--- config.mk ---
export PLATFORM = sky130hd
export DESIGN_NAME = rf_writeback_arbiter
export DESIGN_NICKNAME = d
export VERILOG_FILES = /design/src/rtl/rf_writeback_arbiter_pkg.sv /design/src/rtl/rf_writeback_arbiter_wb_fifo.sv /design/src/rtl/rf_writeback_arbiter.sv
export SDC_FILE = /design/constraint.sdc
export NUM_CORES = 1
export LEC_CHECK = 0
export ABC_AREA = 1
export CAP_MARGIN = 0
export CORE_MARGIN = 1.5
export CORE_UTILIZATION = 36
export DETAILED_ROUTE_END_ITERATION = 6
export PLACE_DENSITY_LB_ADDON = 0.1
export RECOVER_POWER = 25
export SYNTH_ARGS = -nofsm -noshare
export SYNTH_HDL_FRONTEND = slang
export SYNTH_SLANG_ARGS = --single-unit
--- constraint.sdc ---
create_clock -name clk -period 2.38 [get_ports clk]
set_input_delay 0.476 -clock clk [delete_from_list [all_inputs] [get_ports clk]]
set_output_delay 0.476 -clock clk [all_outputs]
set_load 0.02 [all_outputs]
--- src/rtl/rf_writeback_arbiter_pkg.sv ---
// Constants shared between the register file and its write-side arbiter.
package rf_writeback_arbiter_pkg;
  localparam int RF_XLEN = 32;
  localparam int RF_AW   = 5;
  localparam int RF_X0   = 0;
endpackage

--- src/rtl/rf_writeback_arbiter_wb_fifo.sv ---
// Circular buffer of pending load results {live, rd, data} with kill-by-rd and two rd lookups.
module wb_fifo
  import rf_writeback_arbiter_pkg::*;
#(
  parameter int DEPTH = 4,
  parameter int XLEN  = RF_XLEN,
  parameter int AW    = RF_AW,
  localparam int PW   = $clog2(DEPTH),
  localparam int CW   = PW + 1
) (
  input  logic            clk,
  input  logic            rst_n,
  input  logic            push,
  input  logic [AW-1:0]   push_rd,
  input  logic [XLEN-1:0] push_data,
  input  logic            pop,
  input  logic            kill,
  input  logic [AW-1:0]   kill_rd,
  output logic            head_live,
  output logic [AW-1:0]   head_rd,
  output logic [XLEN-1:0] head_data,
  output logic [CW-1:0]   count,
  input  logic [AW-1:0]   look1,
  input  logic [AW-1:0]   look2,
  output logic            hit1,
  output logic            hit2
);

  logic [DEPTH-1:0] live;
  logic [AW-1:0]    rd_q   [DEPTH];
  logic [XLEN-1:0]  data_q [DEPTH];
  logic [PW-1:0]    wptr;
  logic [PW-1:0]    rptr;

  // A slot is cleared on pop, so a set live bit always implies an occupied slot.
  always_ff @(posedge clk or negedge rst_n) begin
    if (!rst_n) begin
      live  <= '0;
      wptr  <= '0;
      rptr  <= '0;
      count <= '0;
    end else begin
      for (int i = 0; i < DEPTH; i++) begin
        if (kill && live[i] && (rd_q[i] == kill_rd)) live[i] <= 1'b0;
      end
      if (pop) begin
        live[rptr] <= 1'b0;
        rptr       <= rptr + 1'b1;
      end
      if (push) begin
        live[wptr] <= 1'b1;
        wptr       <= wptr + 1'b1;
      end
      count <= count + CW'(push) - CW'(pop);
    end
  end

  always_ff @(posedge clk) begin
    if (push) begin
      rd_q[wptr]   <= push_rd;
      data_q[wptr] <= push_data;
    end
  end

  assign head_live = live[rptr];
  assign head_rd   = rd_q[rptr];
  assign head_data = data_q[rptr];

  always_comb begin
    hit1 = 1'b0;
    hit2 = 1'b0;
    for (int i = 0; i < DEPTH; i++) begin
      if (live[i] && (rd_q[i] == look1)) hit1 = 1'b1;
      if (live[i] && (rd_q[i] == look2)) hit2 = 1'b1;
    end
  end

endmodule

--- src/rtl/rf_writeback_arbiter.sv ---
// Register file write-port arbiter: ALU results vs buffered LSU loads, x0 suppression,
// WAW kill of stale loads and pending-load hazard flags for decode.
module rf_writeback_arbiter
  import rf_writeback_arbiter_pkg::*;
#(
  parameter int DEPTH = 4,
  parameter int XLEN  = RF_XLEN,
  parameter int AW    = RF_AW
) (
  input  logic            clk,
  input  logic            rst_n,
  input  logic            alu_valid,
  input  logic [AW-1:0]   alu_rd,
  input  logic [XLEN-1:0] alu_data,
  output logic            alu_ready,
  input  logic            lsu_valid,
  input  logic [AW-1:0]   lsu_rd,
  input  logic [XLEN-1:0] lsu_data,
  output logic            lsu_ready,
  output logic            WE,
  output logic [AW-1:0]   A3,
  output logic [XLEN-1:0] WD3,
  input  logic [AW-1:0]   A1,
  input  logic [AW-1:0]   A2,
  output logic            pend1,
  output logic            pend2
);

  localparam int CW = $clog2(DEPTH) + 1;
  localparam logic [AW-1:0] X0 = AW'(RF_X0);

  logic            full;
  logic            push;
  logic            pop;
  logic            alu_issue;
  logic            issue;
  logic [AW-1:0]   wa;
  logic [XLEN-1:0] wd;
  logic            head_live;
  logic [AW-1:0]   head_rd;
  logic [XLEN-1:0] head_data;
  logic [CW-1:0]   count;
  logic            hit1;
  logic            hit2;

  wb_fifo #(.DEPTH(DEPTH), .XLEN(XLEN), .AW(AW)) u_fifo (
    .clk       (clk),
    .rst_n     (rst_n),
    .push      (push),
    .push_rd   (lsu_rd),
    .push_data (lsu_data),
    .pop       (pop),
    .kill      (alu_issue),
    .kill_rd   (alu_rd),
    .head_live (head_live),
    .head_rd   (head_rd),
    .head_data (head_data),
    .count     (count),
    .look1     (A1),
    .look2     (A2),
    .hit1      (hit1),
    .hit2      (hit2)
  );

  assign full      = (count == CW'(DEPTH));
  assign alu_ready = !full;
  assign lsu_ready = !full;
  assign pend1     = hit1 && (A1 != X0);
  assign pend2     = hit2 && (A2 != X0);

  // A full FIFO takes the port unconditionally so loads can never starve behind the ALU.
  always_comb begin
    alu_issue = 1'b0;
    pop       = 1'b0;
    issue     = 1'b0;
    wa        = head_rd;
    wd        = head_data;
    if (full) begin
      pop   = 1'b1;
      issue = head_live && (head_rd != X0);
    end else if (alu_valid && (alu_rd != X0)) begin
      alu_issue = 1'b1;
      issue     = 1'b1;
      wa        = alu_rd;
      wd        = alu_data;
    end else if (count != '0) begin
      pop   = 1'b1;
      issue = head_live && (head_rd != X0);
    end
  end

  // A load racing a same-rd ALU write is older, so it is accepted and dropped.
  assign push = lsu_valid && lsu_ready && (lsu_rd != X0) &&
                !(alu_issue && (lsu_rd == alu_rd));

  // Output register stage
  always_ff @(posedge clk or negedge rst_n) begin
    if (!rst_n) begin
      WE  <= 1'b0;
      A3  <= '0;
      WD3 <= '0;
    end else begin
      WE <= issue;
      if (issue) begin
        A3  <= wa;
        WD3 <= wd;
      end
    end
  end

endmodule

==> impl_metrics.csv, run 1 <==
group,metric,value,unit
outcome,status,"complete, but fails checks",
synth,ys_seq_elements,197,
clock_network,cts.sinks,197,
synth,syn_area_per_cell,9.58,um2
hold_path,hold_class,"primary input to async pin",
placement,dp_slack,-0.448,ns
floorplanning,coreArea,25900,um2
clock_network,insertion_delay,0.43,ns
drt,drt_wl_total,25.9,mm
global_routing,grt_pass1_vias,7177,
placement,port_buffers,129,
global_routing,grt.overflow.total,0,
clock_network,cts_hold_buf,0,
drt,wire_per_inst,17.0,um
critical_path,slowest_delay,0.52,ns
clock_network,cts_tree,"yes",
floorplanning,start_util,36.4,%
critical_path,crit_required,1.90,ns
sta,post-route-period-util,95.8,%
global_routing,antenna_found_initial,3,
critical_path,rr_startpoint,"u_fifo.count[1]",
sta,maxSlewHeadroom,0.393,%
power_and_ir_drop,power.internal,8.71,mW
power_and_ir_drop,sw_frac_of_total,39.2,%
clock_network,clk_pin_slew,0.08,ns
sta,finalClockSkew,0.0150,ns
placement,dpl.hpwl,17.7,mm
floorplanning,io_pins,130,
global_routing,grtUsageTotal,19.8,%
power_and_ir_drop,p_leak,5.30,nW
floorplanning,die_height,165,um
critical_path,crit_arrival,1.80,ns
cells_and_area,syn_to_final_growth,30.2,%
power_and_ir_drop,clkPwrFrac,20.0,%
sta,setup_ws,0.0999,ns
synth,syn-num-nets,1084,
drt,ant_nets,0,
critical_path,cpMostUsedCell,"nand2_1",
critical_path,cp_slowest_cell,"clkdlybuf4s50_1",
power_and_ir_drop,switchingPower,5.63,mW
drt,firstDrtPassIters,5,
critical_path,crit_fanout,5,
synth,netlist_area,9430,um2
run,max-cap-violations,1,
sta,grt_setup_unrepaired,"false",
critical_path,reg2reg_depth,10,
synth,ys_seq_area_share,60.1,%
critical_path,worstPathCellList,"clkdlybuf4s50_1 -> inv_1 -> nand2_1 -> nand2_1 -> nor3_2 -> nand3_1 -> nand2_1 -> nor2_1 -> nor2_1 -> buf_4",
floorplanning,dieArea,27200,um2
power_and_ir_drop,power_frac_seq,36.2,%
drt,routed_via_density,4.86,
cells_and_area,final_common_cell,"nand2_1",
outcome,violations,"capacitance limit",
drt,routed-via-count,7382,
power_and_ir_drop,comb_power_share,43.8,%
cells_and_area,fin_nets,1268,
synth,netlist_instances,985,
sta,slew_violations,0,
placement,place.gp.congestion,0.933,
critical_path,r2r-end,"u_fifo.count[2]",
clock_network,h-tree-depth,4,
power_and_ir_drop,power_density,1170,nW/um2
critical_path,r2r_slack,0.16,ns
power_and_ir_drop,finalPower,14.3,mW
cells_and_area,fin_area,12300,um2
floorplanning,rows,59,
critical_path,cp_top_family,"buffers and inverters",
clock_network,clockRootBuffer,"clkbuf_16",
drt,drc_errors,0,
drt,drt-initial-drc-count,454,
cells_and_area,fin_util,47.4,%
global_routing,grt_first_pass_wirelength,40.0,mm
clock_network,clockBufferDepth,2,
power_and_ir_drop,ir_worst_vdd,0.513,mV
critical_path,setup.worst_path.end_class,"primary output",
clock_network,cts_buffers,17,
synth,yosys_warnings,0,
sta,tightest_slew,1.49,ns
placement,place_area,11700,um2
sta,fin_crit,2.28,ns
sta,finalSetupViolCount,0,
cells_and_area,layout-drive-gt1-share,14.2,%
critical_path,path_class,"primary input to primary output",
sta,finalHoldViolCount,0,
floorplanning,die_w,165,um
global_routing,grt_start_max_net_pins,131,
sta,fmax,0.439,GHz
critical_path,path_buf_inv,3,
critical_path,startpoint_type,"primary input",
cells_and_area,final_cell_mix,"nand2_1 (218), edfxtp_1 (148), inv_1 (108), nand3_1 (106), clkdlybuf4s50_1 (100)",
synth,yosysUniqueCellTypes,30,
kinds of logic after synthesis:
logic type	after synthesis	synth area share [%]
and+or+nand+nor	427	19.7
DFF	197	60.1
buffers and inverters	171	7.99
AOI/OAI and AO/OA	153	8.24
xor gates and xnor gates	26	2.41
adders and majority gates	11	1.54
synthesized netlist by cell type (all sizes together):
cell      n  area (um2)
a21oi    71         355
buf      35         243
clkbuf   16        60.1
dfrtp    49        1230
edfxtp  148        4440
fa        1        20.0
ha       10         125
inv     120         450
nand2   243         980
nand3   108         551
nand4     6        37.5
nor2     54         210
nor3     15        75.1
o211ai    1        7.51
o21ai    74         370
o22ai     7        43.8
or2       1        6.26
xnor2    20         175
xor2      6        52.6
power by group through the flow:
stage          Sequential [mW]  Combinational (mW)  Clock [mW]
2_1_floorplan             5.52                3.55           0
3_3_place_gp              5.26                6.31           0
3_5_place_dp              5.26                6.36           0
4_1_cts                   5.20                6.39        2.94
5_1_grt                   5.28                7.02        3.05
6_report                  5.19                6.28        2.87
metrics by stage:
| step | hold WS, ns | std cells | setup TNS [ns] |
|---|---|---|---|
| after floorplan | 0.180 | 985 | 0 |
| after global placement | 0.458 | 1483 | -30.65 |
| after detailed placement | 0.462 | 1483 | -28.50 |
| after CTS | 0.0345 | 1515 | 0 |
| after global routing | 0.498 | 1518 | 0 |
| final | 0.478 | 1519 | 0 |
cell type report:
type | instances | area (um2)
Multi-Input combinational cell | 617 | 3040
Antenna cell | 2 | 5.00
Inverter | 120 | 465
Clock inverter | 14 | 161
Fill cell | 2486 | 13600
Tap cell | 335 | 419
Clock buffer | 18 | 429
Sequential cell | 197 | 5680
Timing Repair Buffer | 216 | 2090
how the worst max path moves through the flow:
stage	from	end	slack, ns	cells after the start
6_report	A2[3]	pend2	0.1	10
5_1_grt	u_fifo.rd_q[1][1]	pend2	0.01	9
4_1_cts	u_fifo.count[1]	alu_ready	0.01	4
3_5_place_dp	A2[2]	pend2	-0.45	9
3_3_place_gp	A2[2]	pend2	-0.41	9
2_1_floorplan	alu_rd[2]	u_fifo.data_q[0][0]	0.12	8
registers in the layout, indices dropped and copies added, names as in the netlist, 2 cells and up:
name / count
WD3: 32
u_fifo.count: 3
u_fifo.rptr: 2
u_fifo.live: 4
u_fifo.wptr: 2
u_fifo.data_q: 128
u_fifo.rd_q: 20
A3: 5
worst reg2reg max path, cell delays in order (launching register included):
cell and delay, ns:
dfrtp_1 0.41, nor2_2 0.13, inv_1 0.07, or2_2 0.28, nand2_1 0.09, inv_1 0.06
ha_1 0.26, inv_1 0.04, ha_1 0.21, fa_1 0.41, xor2_1 0.17
layer usage:
metal,global-route usage (%),routed length (um),vias to the layer above
met2,34.2,12600,221
met4,5.45,443,2
li1,-,-,3637
met3,3.57,1400,29
met1,25.4,11400,3493
met5,0,13,-
what timing repair did:
item / in CTS / in global routing
buffers inserted: 0 / 2
hold endpoints to repair: 0 / 0
setup endpoints to repair: 3 / 4
gates resized for setup: 18 / 13
No activity file was read; power rests on OpenSTA's default activity.
==> inputs of run 2 (changes only) <==
--- a/config.mk
+++ b/config.mk
@@ -8,7 +8,7 @@
 export ABC_AREA = 1
 export CAP_MARGIN = 0
 export CORE_MARGIN = 1.5
-export CORE_UTILIZATION = 36
+export CORE_UTILIZATION = 29
 export DETAILED_ROUTE_END_ITERATION = 6
 export PLACE_DENSITY_LB_ADDON = 0.1
 export RECOVER_POWER = 25
==> impl_metrics.csv, run 2 (same netlist as run 1, synthesis figures left out) <==
group,metric,value,unit
critical_path,cp_top_family,"flip-flops",
cells_and_area,fin_nets,1276,
global_routing,grt_pass1_vias,7234,
sta,fmax,0.441,GHz
cells_and_area,top_register,"u_fifo.data_q",
sta,slew_violations,0,
placement,place.gp.congestion,0.844,
clock_network,insertion_delay,0.43,ns
power_and_ir_drop,sw_frac_of_total,40.4,%
clock_network,h-tree-depth,4,
sta,maxSlewHeadroom,17.1,%
power_and_ir_drop,power_frac_seq,35.6,%
sta,grt_setup_unrepaired,"false",
power_and_ir_drop,finalPower,14.6,mW
floorplanning,io_pins,130,
cells_and_area,syn_to_final_growth,32.6,%
global_routing,grt_first_pass_wirelength,43.5,mm
critical_path,path_buf_inv,2,
global_routing,grt.overflow.total,0,
clock_network,clockRootBuffer,"clkbuf_16",
floorplanning,coreArea,31800,um2
power_and_ir_drop,comb_power_share,44.4,%
sta,post-route-period-util,95.3,%
hold_path,hold_class,"primary input to async pin",
cells_and_area,fin_util,39.3,%
placement,place_area,11800,um2
global_routing,grtUsageTotal,17.4,%
sta,whs,0.285,ns
sta,finalClockSkew,0.0139,ns
power_and_ir_drop,clkPwrFrac,20.0,%
clock_network,cts_tree,"yes",
cells_and_area,reg_top3,"u_fifo.data_q: 128 flops, WD3: 32 flops, u_fifo.rd_q: 20 flops",
floorplanning,start_util,29.7,%
critical_path,worstPathCellList,"inv_2 -> o22ai_1 -> nor2_1 -> nand3_1 -> nand2_1 -> nor2_1 -> nor2_1 -> buf_4",
drt,firstDrtPassIters,5,
critical_path,slowest_delay,0.53,ns
sta,fin_crit,2.27,ns
critical_path,cpMostUsedCell,"nor2_1",
power_and_ir_drop,power.internal,8.68,mW
clock_network,clockBufferDepth,2,
critical_path,crit_arrival,1.79,ns
clock_network,clk_pin_slew,0.08,ns
cells_and_area,final_cell_mix,"nand2_1 (218), edfxtp_1 (148), inv_1 (111), nand3_1 (106), clkdlybuf4s50_1 (97)",
sta,finalSetupViolCount,0,
critical_path,crit_fanout,5,
sta,finalHoldViolCount,0,
power_and_ir_drop,switchingPower,5.89,mW
drt,ant_nets,0,
placement,dpl.hpwl,19.5,mm
sta,tns,0,ns
drt,routed_via_density,4.47,
placement,port_buffers,129,
clock_network,cts_buffers,17,
drt,routed-via-count,7275,
power_and_ir_drop,ir_worst_vdd,0.608,mV
run,max-cap-violations,0,
global_routing,grt_start_max_net_pins,85,
critical_path,path_class,"flip-flop to primary output",
floorplanning,die_w,183,um
clock_network,cts.sinks,197,
sta,tightest_slew,1.24,ns
drt,wire_per_inst,17.3,um
power_and_ir_drop,p_leak,5.36,nW
floorplanning,rows,65,
floorplanning,dieArea,33600,um2
drt,drt-initial-drc-count,504,
critical_path,startpoint_type,"flip-flop",
cells_and_area,layout-drive-gt1-share,14.6,%
outcome,status,"finished, final reports clean",
global_routing,antenna_found_initial,2,
cells_and_area,largest_reg_flops,128,
power_and_ir_drop,power_density,1170,nW/um2
floorplanning,die_height,183,um
cells_and_area,fin_area,12500,um2
drt,drc_errors,0,
critical_path,setup.worst_path.end_class,"primary output",
drt,drt_wl_total,28.1,mm
critical_path,crit_required,1.90,ns
critical_path,cp_slowest_cell,"edfxtp_1",
cells_and_area,final_common_cell,"nand2_1",
-- run 2: worst paths after layout --
| kind | start | to | slack, ns | depth (start not counted) |
|---|---|---|---|---|
| worst max register to register | u_fifo.count[1] | u_fifo.count[2] | 0.14 | 10 |
| min in group clk | WD3[22] | WD3[22] | 0.48 | 2 |
| worst max-delay path | u_fifo.rd_q[0][2] | pend1 | 0.11 | 8 |
| worst min-delay path | rst_n | WE | 0.28 | 1 |
| max in group asynchronous | rst_n | u_fifo.rptr[0] | 0.46 | 2 |
| worst min register to register | WD3[22] | WD3[22] | 0.48 | 2 |
-- run 2: worst register-to-register path, delay by kind of cell, from the launching register on --
kind | cells | cell delay, ns
adder cells (fa/ha/maj) | 3 | 0.87
AND/OR/NAND/NOR | 3 | 0.50
flip-flops | 1 | 0.42
buffers and inverters | 3 | 0.16
XOR/XNOR | 1 | 0.17
-- run 2: layout make-up --
class	count	area (um2)
Fill cell	3210	19300
Sequential cell	197	5670
Clock buffer	17	425
Tap cell	435	544
Multi-Input combinational cell	617	3040
Antenna cell	1	2.50
Inverter	120	465
Clock inverter	15	179
Timing Repair Buffer	224	2170
-- run 2: power groups by stage --
stage	sequential, mW	combinational, mW	clock (mW)
final	5.18	6.47	2.91
after global routing	5.27	7.25	3.13
after CTS	5.19	6.60	3.00
after detailed placement	5.25	6.58	0
after global placement	5.26	6.53	0
after floorplan	5.52	3.55	0
-- run 2: repair_timing --
item / 4_1_cts / 5_1_grt
hold buffers: 0 / 0
cloned: 0 / 0
gates resized for setup: 20 / 12
setup endpoints to repair: 4 / 16
setup buffers: 2 / 6
-- run 2: metal layers --
layer	track usage (%)	vias up	part of all wire, %
met1	24.5	3443	49
met5	0	-	0.046
met3	3.26	20	4.2
met2	27.6	159	46
met4	4.10	2	0.93
li1	-	3651	-
-- run 2: through the flow --
step	std cells	setup WS, ns
floorplan	985	0.123
global placement	1585	-0.495
detailed placement	1585	-0.474
CTS	1619	-0.0285
global route	1626	0.00364
finish	1626	0.111
